## src/rtl/tx_shift_engine_pkg.sv

```systemverilog
// rtl/tx_shift_engine_pkg.sv - shared UART transmit constants, types and baud table
//
// Purpose : common definitions for the transmit serializer slice.
// Contents: FRAME_BITS, default divisor width, FSM state type,
//           standard 100 MHz baud divisors indexed by a 4-bit select.
package tx_shift_engine_pkg;

  localparam int FRAME_BITS = 11;
  localparam int DIV_W_DEF  = 20;

  typedef enum logic {
    ST_IDLE  = 1'b0,
    ST_SHIFT = 1'b1
  } tx_state_e;

  typedef enum logic [3:0] {
    BAUD_300    = 4'd0,
    BAUD_1200   = 4'd1,
    BAUD_2400   = 4'd2,
    BAUD_4800   = 4'd3,
    BAUD_9600   = 4'd4,
    BAUD_19200  = 4'd5,
    BAUD_38400  = 4'd6,
    BAUD_57600  = 4'd7,
    BAUD_115200 = 4'd8,
    BAUD_230400 = 4'd9,
    BAUD_460800 = 4'd10,
    BAUD_921600 = 4'd11
  } baud_sel_e;

  // Clocks per bit at a 100 MHz system clock, rounded to nearest.
  // Unlisted select codes fall back to 115200.
  function automatic logic [DIV_W_DEF-1:0] baud_div_100mhz(input logic [3:0] sel);
    case (sel)
      4'd0:    return 20'd333333;
      4'd1:    return 20'd83333;
      4'd2:    return 20'd41667;
      4'd3:    return 20'd20833;
      4'd4:    return 20'd10417;
      4'd5:    return 20'd5208;
      4'd6:    return 20'd2604;
      4'd7:    return 20'd1736;
      4'd8:    return 20'd868;
      4'd9:    return 20'd434;
      4'd10:   return 20'd217;
      4'd11:   return 20'd109;
      default: return 20'd868;
    endcase
  endfunction

endpackage

```

## src/rtl/tx_shift_engine_if.sv

```systemverilog
// rtl/tx_shift_engine_if.sv - host/decoder side bundle of the transmit serializer
//
// Purpose : groups load request, frame payload and serial/status outputs.
// Signals : Load_Data[7:0], b10, b9, load, baud_div[DIV_W-1:0] (host -> engine)
//           tx, tx_rdy, tx_done                                 (engine -> host)
// Modports: master = host/decoder side, slave = tx_shift_engine.
interface tx_shift_engine_if #(
  parameter int DIV_W = 20
);
  logic [7:0]       Load_Data;
  logic             b10;
  logic             b9;
  logic             load;
  logic [DIV_W-1:0] baud_div;
  logic             tx;
  logic             tx_rdy;
  logic             tx_done;

  modport master (
    output Load_Data, b10, b9, load, baud_div,
    input  tx, tx_rdy, tx_done
  );

  modport slave (
    input  Load_Data, b10, b9, load, baud_div,
    output tx, tx_rdy, tx_done
  );
endinterface

```

## src/rtl/tx_shift_engine_baud_tick_gen.sv

```systemverilog
// rtl/tx_shift_engine_baud_tick_gen.sv - per-bit timing counter for the serializer
//
// Purpose : counts clocks within one bit period and flags the last clock.
// Ports   : clk, reset_n (async, active-low)
//           clr    - force count to 0 (frame start)
//           en     - count while a frame is in progress
//           div_q  - clocks per bit, already clamped to >= 2
//           tick   - high on the final clock of each bit period
module baud_tick_gen #(
  parameter int DIV_W = 20
) (
  input  logic             clk,
  input  logic             reset_n,
  input  logic             clr,
  input  logic             en,
  input  logic [DIV_W-1:0] div_q,
  output logic             tick
);

  logic [DIV_W-1:0] baud_cnt;

  // Compare against div_q-1 so the count restarts before it can wrap.
  assign tick = en && (baud_cnt == div_q - DIV_W'(1));

  always_ff @(posedge clk or negedge reset_n) begin
    if (!reset_n) begin
      baud_cnt <= '0;
    end else if (clr) begin
      baud_cnt <= '0;
    end else if (en) begin
      baud_cnt <= tick ? '0 : baud_cnt + DIV_W'(1);
    end
  end

endmodule

```

## src/rtl/tx_shift_engine.sv

```systemverilog
// rtl/tx_shift_engine.sv - UART transmit frame serializer
//
// Purpose : captures {b10, b9, Load_Data, start 0} on an accepted load and
//           shifts it out LSB-first, one bit per div_q clocks.
// Ports   : clk, reset_n (async, active-low)
//           bus (tx_shift_engine_if.slave):
//             Load_Data, b10, b9, load, baud_div in; tx, tx_rdy, tx_done out
module tx_shift_engine
  import tx_shift_engine_pkg::*;
#(
  parameter int DIV_W      = 20,
  parameter int FRAME_BITS = tx_shift_engine_pkg::FRAME_BITS
) (
  input  logic                clk,
  input  logic                reset_n,
  tx_shift_engine_if.slave    bus
);

  localparam logic [3:0] LAST_BIT = 4'(FRAME_BITS - 1);

  tx_state_e        state_q, state_d;
  logic [10:0]      sr_q, sr_d;
  logic [3:0]       bit_cnt_q, bit_cnt_d;
  logic [DIV_W-1:0] div_q, div_d;
  logic             rdy_q, rdy_d;
  logic             done_q, done_d;
  logic             tick_clr, tick_en, tick;

  baud_tick_gen #(.DIV_W(DIV_W)) u_baud_tick_gen (
    .clk     (clk),
    .reset_n (reset_n),
    .clr     (tick_clr),
    .en      (tick_en),
    .div_q   (div_q),
    .tick    (tick)
  );

  // tx is the shift register LSB: the start 0 appears on the load edge, and
  // the 1-fill leaves the line idle-high once all 11 bits have shifted out.
  assign bus.tx      = sr_q[0];
  assign bus.tx_rdy  = rdy_q;
  assign bus.tx_done = done_q;

  always_ff @(posedge clk or negedge reset_n) begin
    if (!reset_n) begin
      state_q   <= ST_IDLE;
      sr_q      <= '1;
      bit_cnt_q <= '0;
      div_q     <= DIV_W'(2);
      rdy_q     <= 1'b1;
      done_q    <= 1'b0;
    end else begin
      state_q   <= state_d;
      sr_q      <= sr_d;
      bit_cnt_q <= bit_cnt_d;
      div_q     <= div_d;
      rdy_q     <= rdy_d;
      done_q    <= done_d;
    end
  end

  always_comb begin
    state_d   = state_q;
    sr_d      = sr_q;
    bit_cnt_d = bit_cnt_q;
    div_d     = div_q;
    rdy_d     = rdy_q;
    done_d    = 1'b0;
    tick_clr  = 1'b0;
    tick_en   = 1'b0;

    case (state_q)
      ST_IDLE: begin
        rdy_d = 1'b1;
        if (bus.load && rdy_q) begin
          state_d   = ST_SHIFT;
          sr_d      = {bus.b10, bus.b9, bus.Load_Data, 1'b0};
          // A divisor below 2 would leave no room for the compare; clamp.
          div_d     = (bus.baud_div < DIV_W'(2)) ? DIV_W'(2) : bus.baud_div;
          bit_cnt_d = '0;
          rdy_d     = 1'b0;
          tick_clr  = 1'b1;
        end
      end

      ST_SHIFT: begin
        tick_en = 1'b1;
        if (bit_cnt_q > LAST_BIT) begin
          // Unreachable count: drop back to idle with the line released.
          state_d   = ST_IDLE;
          sr_d      = '1;
          bit_cnt_d = '0;
          rdy_d     = 1'b1;
          tick_clr  = 1'b1;
        end else if (tick) begin
          sr_d      = {1'b1, sr_q[10:1]};
          bit_cnt_d = bit_cnt_q + 4'd1;
          if (bit_cnt_q == LAST_BIT) begin
            state_d   = ST_IDLE;
            bit_cnt_d = '0;
            rdy_d     = 1'b1;
            done_d    = 1'b1;
          end
        end
      end

      default: begin
        state_d = ST_IDLE;
        sr_d    = '1;
        rdy_d   = 1'b1;
      end
    endcase
  end

endmodule

```

## src/flat_wrapper.sv

```systemverilog
// flat-port wrapper written by rule: the top's interface ports become plain ports
module tx_shift_engine_flat import tx_shift_engine_pkg::*;
#(
  parameter int DIV_W      = 20,
  parameter int FRAME_BITS = tx_shift_engine_pkg::FRAME_BITS
)
  (clk, reset_n, bus_Load_Data, bus_b10, bus_b9, bus_load, bus_baud_div, bus_tx, bus_tx_rdy, bus_tx_done);
  tx_shift_engine_if #(.DIV_W(DIV_W)) bus_i ();
  input  logic clk;
  input  logic reset_n;
  input wire logic [$bits(bus_i.Load_Data)-1:0] bus_Load_Data;
  input wire logic [$bits(bus_i.b10)-1:0] bus_b10;
  input wire logic [$bits(bus_i.b9)-1:0] bus_b9;
  input wire logic [$bits(bus_i.load)-1:0] bus_load;
  input wire logic [$bits(bus_i.baud_div)-1:0] bus_baud_div;
  output wire logic [$bits(bus_i.tx)-1:0] bus_tx;
  output wire logic [$bits(bus_i.tx_rdy)-1:0] bus_tx_rdy;
  output wire logic [$bits(bus_i.tx_done)-1:0] bus_tx_done;
  assign bus_i.Load_Data = bus_Load_Data;
  assign bus_i.b10 = bus_b10;
  assign bus_i.b9 = bus_b9;
  assign bus_i.load = bus_load;
  assign bus_i.baud_div = bus_baud_div;
  assign bus_tx = bus_i.tx;
  assign bus_tx_rdy = bus_i.tx_rdy;
  assign bus_tx_done = bus_i.tx_done;
  tx_shift_engine #(.DIV_W(DIV_W), .FRAME_BITS(FRAME_BITS)) u_core (.clk(clk), .reset_n(reset_n), .bus(bus_i));
endmodule
```

## config.mk

```make
export PLATFORM = sky130hd
export DESIGN_NAME = tx_shift_engine_flat
export DESIGN_NICKNAME = d
export VERILOG_FILES = /design/src/rtl/tx_shift_engine_pkg.sv /design/src/rtl/tx_shift_engine_if.sv /design/src/rtl/tx_shift_engine_baud_tick_gen.sv /design/src/rtl/tx_shift_engine.sv /design/src/flat_wrapper.sv
export SDC_FILE = /design/constraint.sdc
export NUM_CORES = 1
export LEC_CHECK = 0
export ABC_CLOCK_PERIOD_IN_PS = 4700
export BUFFER_PORTS_ARGS = -buffer_cell sky130_fd_sc_hd__buf_2
export CAP_MARGIN = 10
export CORE_ASPECT_RATIO = 2
export CORE_MARGIN = 10
export CORE_UTILIZATION = 60
export DETAILED_ROUTE_END_ITERATION = 12
export GPL_TIMING_DRIVEN = 1
export HOLD_SLACK_MARGIN = 0.08
export PLACE_DENSITY = 0.9
export SYNTH_ARGS = -nofsm -noshare
export SYNTH_HDL_FRONTEND = slang
export SYNTH_HIERARCHICAL = 1
export SYNTH_SLANG_ARGS = --single-unit
export TNS_END_PERCENT = 100
```

## constraint.sdc

```tcl
create_clock -name clk -period 4.7 [get_ports clk]
set_input_delay 0.235 -clock clk [delete_from_list [all_inputs] [get_ports clk]]
set_output_delay 0.235 -clock clk [all_outputs]
set_load 0.01 [all_outputs]
```

; ---- After elaboration in Yosys (flattened, before gate mapping)
; Cells that the tools add are included.
[word_totals]
reg_bits = 58
inputBits = 33
output_inout_bits = 3
wordCells = 54
[classes]
n_addsub = 3
n_lt_le_gt_ge = 2
n_eq_ne = 5
muxes = 30
n_bitwise = 1
n_reduce_logical = 6
[op_table]
columns = cell, count
row1 = $mux W20, 4
row2 = $mux W11, 3
row3 = $pmux W11 S2, 1
row4 = $add A20 B1 Y20 const B, 1
row5 = $eq A20 B20 Y1, 1
row6 = $lt A20 B2 Y1 const B, 1
row7 = $sub A20 B1 Y20 const B, 1
row8 = $mux W4, 4
row9 = $mux W1, 14
row10 = $pmux W4 S2, 1
row11 = $ne A3 B3 Y1 const B, 2
row12 = $pmux W1 S2, 3
row13 = $reduce_and A2 Y1, 3
row14 = $add A4 B1 Y4 const B, 1
row15 = $eq A4 B4 Y1 const B, 1
row16 = $gt A4 B4 Y1 const B, 1
row17 = $logic_and A1 B1 Y1, 2
row18 = $ne A2 B1 Y1 const B, 1
row19 = $reduce_bool A2 Y1, 1
row20 = $not A1 Y1, 1

; ---- Logic depth before layout (Yosys ltp)
[logic_depth]
depth_word = 6
depth_mapped = 14
depth_no_buf = 12

; ---- By module
; Netlist, hierarchy kept.
[by_module_without_submodules]
columns = mod, n_inst, cells_each, area_per_inst_um2, seq_area_each_um2
row1 = baud_tick_gen, 1, 227, 1895.6, 500.5
row2 = tx_shift_engine, 1, 145, 1834.3, 967.2

; ---- Worst setup path after synthesis
; OpenSTA, ideal clock, no wires.
[synth_timing]
path_kind = register to register
startpoint = register u_core.div_q[0]
endpoint = register u_core.bit_cnt_q[3]
setup_time_ps = 124
t_arrival_ps = 3493
t_required_ps = 4576
setup_slack_ps = 1083
path_stages_with_launch = 14
path_buffers = 1
synth_period_minus_slack_ps = 3617
path_cell_list = dfrtp_1 inv_1 ha_1 nor4b_2 nand4_1 or3b_1 a31oi_1 o21ai_1 nor3_1 o21a_2 o31ai_4 and2_4 buf_6 a211o_1
[synth_via]
elab_chain_cells = 5
[synth_lines]
columns = element, line_no
row1 = from (decl), tx_shift_engine.sv:24  ; logic [DIV_W-1:0] div_q, div_d;
row2 = from (signal assigned), tx_shift_engine.sv:56  ; div_q <= div_d;
row3 = $sub A20 B1 Y20, tx_shift_engine_baud_tick_gen.sv:23  ; assign tick = en && (baud_cnt == div_q - DIV_W'(1));
row4 = $eq A20 B20 Y1, tx_shift_engine_baud_tick_gen.sv:23
row5 = $logic_and A1 B1 Y1, tx_shift_engine_baud_tick_gen.sv:23
row6 = named net u_core.tick, tx_shift_engine.sv:27  ; logic tick_clr, tick_en, tick;
row7 = $ne A3 B3 Y1 (no line), --
row8 = $reduce_and A2 Y1 (no line), --
row9 = to (signal assigned), tx_shift_engine.sv:55  ; bit_cnt_q <= bit_cnt_d;
row10 = to (decl), tx_shift_engine.sv:23  ; logic [3:0] bit_cnt_q, bit_cnt_d;
; The timed path passes the listed nets, and every way through them passes these cells.
; A chain may end at the register's enable or synchronous reset.

; ---- Worst setup path after layout
[layout_timing]
startpoint = register u_core.div_q[0]
endpoint = register u_core.bit_cnt_q[2]
; Same word-level chain as after synthesis.

==> flow_metrics.env <==
export IMPL_status="complete, no violations"
export IMPL_cts_hold_buf=1
export IMPL_start_util=0.621
export IMPL_globalRouteOverflowTotal=0
export IMPL_powerDensity_nw_per_um2=285
export IMPL_die_w_um=75.8
export IMPL_drt_drc_violations_left=0
export IMPL_fin_util=0.700
export IMPL_antenna_left=0
export IMPL_cp_start_kind="flop"
export IMPL_syn_area_um2=3730
export IMPL_ctsResizeCount=0
export IMPL_max_slew_margin_rel=0.112
export IMPL_cp_cell_sequence="inv_1 > ha_1 > nor4b_2 > nand4_1 > or3b_1 > a31oi_1 > o21ai_1 > nor3_1 > o21a_2 > o31ai_4 > and2_4 > a211o_1"
export IMPL_synth_ff_type="dfrtp_1"
export IMPL_min_path_type="primary input to flop"
export IMPL_cts_tree="built"
export IMPL_avgRoutedWirePerCell_um=22.1
export IMPL_ys_seq_area_frac=0.393
export IMPL_syn_avg_cell_area_um2=10.0
export IMPL_async_reset_ff_frac=1.00
export IMPL_period_minus_slack_ns=4.22
export IMPL_yosys_area_top_type="dfrtp_1"
export IMPL_grt_max_degree=59
export IMPL_placed_area_um2=3890
export IMPL_antenna_cells=0
export IMPL_crit_slowest_cell="nor3_1"
export IMPL_cp_end_kind="flop"
export IMPL_syn_nets=409
export IMPL_core_um2=6010
export IMPL_yosys_warnings=6
export IMPL_slew_violations=0
export IMPL_tightest_slew_ns=1.32
export IMPL_vias_per_cell=6.68
export IMPL_final_area_um2=4200
export IMPL_synthTopCellsByCount="45 x dfrtp_1, 37 x nand2_1, 23 x mux2_2, 23 x nor2_1, 21 x xor2_1"
export IMPL_setup_tns_ns=0
export IMPL_synth_edff_count=0
export IMPL_rows=40
export IMPL_worst_ep_required_time_ns=4.91
export IMPL_grt_pass1_vias=3351
export IMPL_drt_total_wl_um=10400
export IMPL_hold_viol_final=0
export IMPL_drv_cap=0
export IMPL_rsz0062_at_grt="no"
export IMPL_cts_sinks=58
export IMPL_total_power_mw=1.20
export IMPL_dp_hpwl_um=7090
export IMPL_fmax_mhz=237
export IMPL_cts_htree_levels=3
export IMPL_final_nets=441
export IMPL_clock_latency_ns=0.34
export IMPL_layout_drive_gt1_share=0.291
export IMPL_clk_pin_slew_ns=0.05
export IMPL_clockRootBuffer="clkbuf_16"
export IMPL_power_leakage_nw=1.95
export IMPL_synthMostInstantiatedCell="dfrtp_1"
export IMPL_die_area_um2=9960
export IMPL_netlist_instances=372
export IMPL_ys_ff_latch=58
export IMPL_drt_first_iter_violations=233
export IMPL_num_vias=3155
export IMPL_top_usage_layer="met2"
export IMPL_antenna_found_initial=0
export IMPL_clockBufferDepth=2
export IMPL_use_met3=0.0445
export IMPL_crit_arrival_ns=4.43
export IMPL_ir_drop_mv=0.344
export IMPL_fin_skew_ns=0.00703
export IMPL_met2_usage=0.370
export IMPL_gp_congestion=0.937
export IMPL_grtUsageMet1=0.206
export IMPL_track_usage=0.217
export IMPL_ys_types=60
export IMPL_cp_max_fo=13
export IMPL_yosys_top_cells_area="dfrtp_1 30%, dfstp_2 9.2%, mux2_2 6.9%"
export IMPL_setup_viol=0
export IMPL_area_delta_synth_final_pct=12.6
export IMPL_synth_top_cell_area_share=0.302
export IMPL_ios=36
export IMPL_grt_pass1_wl_um=16500
export IMPL_critPathKind="flop to flop"
export IMPL_cts_buffers=9
export IMPL_die_h_um=132
export IMPL_fin_crit_sh=0.899
export IMPL_drt_pass1_iterations=5
export IMPL_numPortBuffers=35
export IMPL_max_stage_delay_ns=0.70
export IMPL_post_cts_setup_buffers=0
-- stage by stage --
step / worst slack [ns] / hold slack (ns) / cells
after floorplan: 1.08 / -0.0606 / 372
after global placement: 0.805 / 0.412 / 455
after detailed placement: 0.700 / 0.426 / 455
after CTS: 0.579 / 0.134 / 472
after global routing: 0.252 / 0.159 / 472
final: 0.477 / 0.139 / 472
-- cell families (layout without fill, tap and decap cells) --
group | count (synthesis) | in the layout | synth area share
adder cells (fa/ha/maj) | 4 | 4 | 0.0134
AO/OA/AOI/OAI | 49 | 49 | 0.106
buffers and inverters | 30 | 67 | 0.0433
XOR/XNOR | 36 | 36 | 0.0845
multiplexers | 41 | 41 | 0.126
flip-flops | 58 | 58 | 0.393
AND/OR/NAND/NOR | 154 | 154 | 0.233
-- state kept, by name, summed over array words and instances, names as in the netlist --
name,cells
u_core/div_q,20
u_core/u_baud_tick_gen/baud_cnt,20
u_core/sr_q,11
u_core/bit_cnt_q,4
u_core/bus.tx_done,1
u_core/bus.tx_rdy,1
u_core/state_q,1
-- path summary, 6_finish.rpt --
path                                      start  cells past startpoint                  end  slack [ns]
worst min register to register  u_core/sr_q[10]                      2      u_core/sr_q[10]        0.53
min in group asynchronous               reset_n                      3     u_core/div_q[14]        0.60
worst max register to register  u_core/div_q[0]                     12  u_core/bit_cnt_q[2]        0.48
max in group asynchronous               reset_n                      3       u_core/state_q        3.61
worst max-delay path            u_core/div_q[0]                     12  u_core/bit_cnt_q[2]        0.48
worst min-delay path                    bus_b10                      3      u_core/sr_q[10]        0.14
-- critical path, delay by kind of cell (launching register included) --
kind / cells / cell delay (ns)
compound gates: 5 / 1.09
fa+ha+maj: 1 / 0.25
buf+inv: 1 / 0.09
flops: 1 / 0.45
simple gates: 5 / 2.21
-- cells in the final DEF (no fill, tap or decap), types with 13 or more instances in the layout --
cell type and n:
nand4_1 14, buf_2 35, dfrtp_1 45, dfstp_2 13, xor2_1 21, nor3_1 14
xnor2_1 15, nor2_1 23, mux2_2 23, inv_1 13, nand2_1 37
-- per-layer routing --
layer / share of wire / wire (um) / vias up
met1: 0.34 / 3530 / 1543
met3: 0.053 / 551 / 58
li1: - / - / 1411
met4: 0.078 / 810 / 0
met2: 0.53 / 5540 / 143
met5: 0 / 0 / -
-- report_power, final --
part           internal (mW)  switching (mW)  leakage (nW)
clock network          0.436           0.231         0.151
logic                 0.0113          0.0170          1.06
registers              0.501               0         0.740
total                  0.947           0.248          1.95
-- layout make-up --
class	instances	area, um2
clock inverters	5	52.6
flip-flops and latches	58	1470
inverters	13	48.8
well taps	63	78.8
fillers	404	1800
clock buffers	11	253
repair buffers	38	200
multi-input cells	284	2100
(Power assumes the default switching activity.)
